[src/rtl/serial_pair_tx.sv]
// serial_pair_tx: two-stream (x/y) parallel-to-serial transmitter, MSB first,
// with frame_start/frame_end strobes and a programmable idle gap between frames.
// Optional feature macro: SPTX_PARITY_EN appends one even-parity bit per stream
// after bit 0 and adds the parity_slot output.
module serial_pair_tx #(
  parameter int WIDTH      = 16,
  parameter int GAP_CYCLES = 1
) (
  input  logic             clk,
  input  logic             rst,
  input  logic             load_valid,
  output logic             load_ready,
  input  logic [WIDTH-1:0] a_word,
  input  logic [WIDTH-1:0] b_word,
  output logic             x,
  output logic             y,
  output logic             bit_valid,
  output logic             frame_start,
  output logic             frame_end,
`ifdef SPTX_PARITY_EN
  output logic             parity_slot,
`endif
  output logic             busy
);

`ifdef SPTX_PARITY_EN
  localparam int FL = WIDTH + 1;
`else
  localparam int FL = WIDTH;
`endif
  localparam int CW = $clog2(FL);
  localparam int GW = (GAP_CYCLES > 0) ? $clog2(GAP_CYCLES + 1) : 1;

  typedef enum logic [1:0] {IDLE, SHIFT, GAP} state_t;

  state_t           state, state_n;
  logic [WIDTH-1:0] sh_a, sh_b;
  logic [CW-1:0]    cnt;      // frame cycles remaining after the one on x/y
  logic [GW-1:0]    gap_cnt;
  logic             accept;
`ifdef SPTX_PARITY_EN
  logic             par_a, par_b;
`endif

  // load_ready is a flop that is only high in IDLE, so this is the handshake
  assign accept = load_valid & load_ready;

  // state register
  always_ff @(posedge clk or negedge rst) begin
    if (!rst) state <= IDLE;
    else      state <= state_n;
  end

  // next-state decode
  always_comb begin
    state_n = state;
    case (state)
      IDLE:  if (accept) state_n = SHIFT;
      SHIFT: if (cnt == '0) state_n = (GAP_CYCLES > 0) ? GAP : IDLE;
      GAP:   if (gap_cnt == GW'(GAP_CYCLES - 1)) state_n = IDLE;
      default: state_n = IDLE;
    endcase
  end

  // datapath and registered outputs; x/y carry one bit ahead of the shifters
  always_ff @(posedge clk or negedge rst) begin
    if (!rst) begin
      sh_a        <= '0;
      sh_b        <= '0;
      cnt         <= '0;
      gap_cnt     <= '0;
      x           <= 1'b0;
      y           <= 1'b0;
      bit_valid   <= 1'b0;
      frame_start <= 1'b0;
      frame_end   <= 1'b0;
      busy        <= 1'b0;
      load_ready  <= 1'b0;
`ifdef SPTX_PARITY_EN
      par_a       <= 1'b0;
      par_b       <= 1'b0;
      parity_slot <= 1'b0;
`endif
    end else begin
      busy       <= (state_n != IDLE);
      load_ready <= (state_n == IDLE);
      gap_cnt    <= (state == GAP) ? gap_cnt + GW'(1) : '0;
      case (state)
        IDLE: begin
          if (accept) begin
            x           <= a_word[WIDTH-1];
            y           <= b_word[WIDTH-1];
            sh_a        <= {a_word[WIDTH-2:0], 1'b0};
            sh_b        <= {b_word[WIDTH-2:0], 1'b0};
            cnt         <= CW'(FL - 1);
            bit_valid   <= 1'b1;
            frame_start <= 1'b1;
            frame_end   <= 1'b0;
`ifdef SPTX_PARITY_EN
            par_a       <= ^a_word;
            par_b       <= ^b_word;
`endif
          end
        end
        SHIFT: begin
          frame_start <= 1'b0;
          if (cnt == '0) begin
            x         <= 1'b0;
            y         <= 1'b0;
            bit_valid <= 1'b0;
            frame_end <= 1'b0;
`ifdef SPTX_PARITY_EN
            parity_slot <= 1'b0;
`endif
          end else begin
            cnt       <= cnt - CW'(1);
            sh_a      <= sh_a << 1;
            sh_b      <= sh_b << 1;
            frame_end <= (cnt == CW'(1));
`ifdef SPTX_PARITY_EN
            // last remaining cycle is the parity slot
            x           <= (cnt == CW'(1)) ? par_a : sh_a[WIDTH-1];
            y           <= (cnt == CW'(1)) ? par_b : sh_b[WIDTH-1];
            parity_slot <= (cnt == CW'(1));
`else
            x           <= sh_a[WIDTH-1];
            y           <= sh_b[WIDTH-1];
`endif
          end
        end
        default: ;
      endcase
    end
  end

endmodule

[config.mk]
export PLATFORM = sky130hd
export DESIGN_NAME = serial_pair_tx
export DESIGN_NICKNAME = d
export VERILOG_FILES = /design/src/rtl/serial_pair_tx.sv
export SDC_FILE = /design/constraint.sdc
export NUM_CORES = 1
export LEC_CHECK = 0
export ABC_AREA = 1
export BUFFER_PORTS_ARGS = -buffer_cell sky130_fd_sc_hd__buf_2
export CAP_MARGIN = 20
export CORE_AREA = 3 3 87 73
export CTS_CLUSTER_DIAMETER = 30
export DETAILED_ROUTE_END_ITERATION = 10
export DIE_AREA = 0 0 90 76
export GPL_TIMING_DRIVEN = 0
export SLEW_MARGIN = 20
export SYNTH_ARGS = -nofsm -noshare
export SYNTH_HDL_FRONTEND = slang
export SYNTH_SLANG_ARGS = --single-unit
[constraint.sdc]
create_clock -name clk -period 4.4 [get_ports clk]
set_clock_uncertainty 0.15 [all_clocks]
set_input_delay 0.88 -clock clk [delete_from_list [all_inputs] [get_ports clk]]
set_output_delay 0.88 -clock clk [all_outputs]
set_load 0.005 [all_outputs]
==> results.yml <==
status:
  status: "completed"
die:
  initial_utilization_pct: 40.1
  die_w_um: 90
  rows: 24
  num_io_pins: 42
  core_um2: 5470
  die_height_um: 76
  dieArea_um2: 6840
clock_tree:
  clkTransAtPathRegs_ns: 0.07
  cts_hold_buf: 0
  clk_path_buf_depth: 2
  cts_made_buffers: 5
  h-tree-depth: 2
  clk_latency_ns: 0.30
  clkSinkCount: 44
  tritoncts: "built"
  cts_resized: 0
  root_buffer: "clkbuf_8"
  post_cts_buffers: 0
timing:
  min_period_over_period_pct: 43.0
  fin_setup_tns_ns: 0
  finalHoldViolCount: 0
  fmax_ghz: 0.529
  maxSlewHeadroom_pct: 62.6
  rsz0062_at_grt: "no"
  slew_viol_final: 0
  setup_violations: 0
  tightest_slew_ns: 0.561
  min_period_ns: 1.89
yosys:
  synth_top_area_cell: "dfrtp_1"
  syn-instance-count: 264
  syn_avg_cell_area_um2: 8.31
  ys_ff_latch: 44
  yosys_warnings: 0
  yosysSeqAreaShare_pct: 50.2
  synth_area_um2: 2190
  synth_area_leaders: "dfrtp_1 50%, nand2_1 14%, o21ai_0 11%, inv_1 6.0%, nand3_1 2.1%"
  synth_nets: 301
  ys_types: 23
  synth_top_cell_area_share_pct: 50.2
power:
  total_leakage_power_nw: 1.32
  p_int_mw: 1.09
  swShare_pct: 41.1
  powerDensity_nw_per_um2: 713
  p_sw_mw: 0.761
  ir_worst_vdd_uv: 200
  clock_power_share_pct: 14.7
  p_comb_share_pct: 49.8
  seqPwrFrac_pct: 35.5
grt:
  gr-usage-all-layers_pct: 14.1
  grt_max_degree: 45
  grt_pass1_wl_um: 7910
  grt_overflow: 0
  grt_pass1_vias: 1756
  antenna_found_initial: 0
worst_setup_path:
  path_class: "register to primary output"
  critPathLaunch: "load_ready"
  setup.worst_path.start_class: "register"
  cpPeakStageDelay_ns: 0.42
  cp_num_buf_inv: 1
  critical_path.top_delay_family: "flip-flops"
  worst_ep_required_time_ns: 3.37
  slowest_stage: "dfrtp_1"
  critPathArrivalTime_ns: 0.86
  rrSetupSlack_ns: 2.72
  crit_fanout: 3
  regToRegStartpoint: "cnt[0]"
  crit_chain: "buf_2"
  critPathCaptureType: "primary output"
finish:
  final_cell_mix: "82 x nand2_1, 50 x o21ai_0, 46 x buf_2, 44 x dfrtp_1, 35 x inv_1"
  areaGrowthSynthToFinish_pct: 18.3
  utilization_pct: 47.5
  drive_gt1_share_pct: 24.7
  final_common_cell: "nand2_1"
  finalNetCount: 349
  n_antenna_cell: 0
route:
  drcViolationCount: 0
  drt-total-wl_um: 4410
  vias: 1766
  drtPass1Iterations: 4
  ant_nets: 0
  routedWlPerCell_um: 11.3
  drt_iter0_markers: 93
  via_per_inst: 4.53
placement:
  dpl.hpwl_um: 3160
  place_congestion: 0.745
  numPortBuffers: 41
job:
  drv_cap: 0
min_path:
  min_from: "gap_cnt"
  hold_class: "register to register"
metal layers:
metal	up-vias	track usage [%]	wire length [um]
li1	922	-	-
met1	799	19.3	2230
met4	0	5.96	85
met2	37	20.8	1860
met3	8	4.24	235
met5	-	0	0
logic make-up after synthesis:
family / synth area share [%]
simple gates: 22.4
compound gates: 14.3
buf+inv: 11.5
flops: 50.2
fa+ha+maj: 1.14
xor+xnor: 0.399
sequential cells by signal, summed over array words and instances (netlist names):
signal,cells
bit_valid,1
busy,1
cnt,4
frame_end,1
frame_start,1
gap_cnt,1
load_ready,1
sh_a,15
sh_b,15
state,2
x,1
y,1
final cells by class:
type | count | area, um2
fillers | 563 | 2870
flip-flops and latches | 44 | 1100
multi-input cells | 172 | 840
repair buffers | 41 | 208
inverters | 36 | 135
plain buffers | 12 | 118
well taps | 78 | 97.6
clock buffers | 7 | 96.3
metrics by stage:
| step | hold WS, ns | instance area (um2) | setup WS [ns] | cells | power (mW) |
|---|---|---|---|---|---|
| finish | 0.290 | 2590 | 2.51 | 390 | 1.85 |
| global route | 0.337 | 2590 | 2.47 | 390 | 2.05 |
| CTS | 0.295 | 2590 | 2.49 | 390 | 1.88 |
| detailed placement | 0.280 | 2500 | 2.46 | 383 | 1.61 |
| global placement | 0.284 | 2500 | 2.48 | 383 | 1.59 |
| floorplan | 0.260 | 2190 | 2.78 | 264 | 1.37 |
final timing paths:
kind / end / cells past startpoint
min in group asynchronous: sh_b[9] / 1
max: load_ready / 1
min: gap_cnt / 1
max reg2reg: sh_b[12] / 8
min reg2reg: gap_cnt / 1
max in group asynchronous: frame_end / 1
cell usage after synthesis (all sizes together):
cell type  count
nand2         86
o21ai         59
dfrtp         44
inv           36
buf           12
nor2          11
nand3         10
ha             2
nor3           2
nand4          1
xor2           1
power by group through the flow:
stage               logic (mW)  clock network [mW]  registers [mW]
floorplan                0.719                   0           0.655
global placement         0.933                   0           0.662
detailed placement       0.940                   0           0.666
CTS                      0.945               0.282           0.657
global route              1.08               0.295           0.679
finish                   0.922               0.272           0.657
Power figures use the tool's default switching activity.
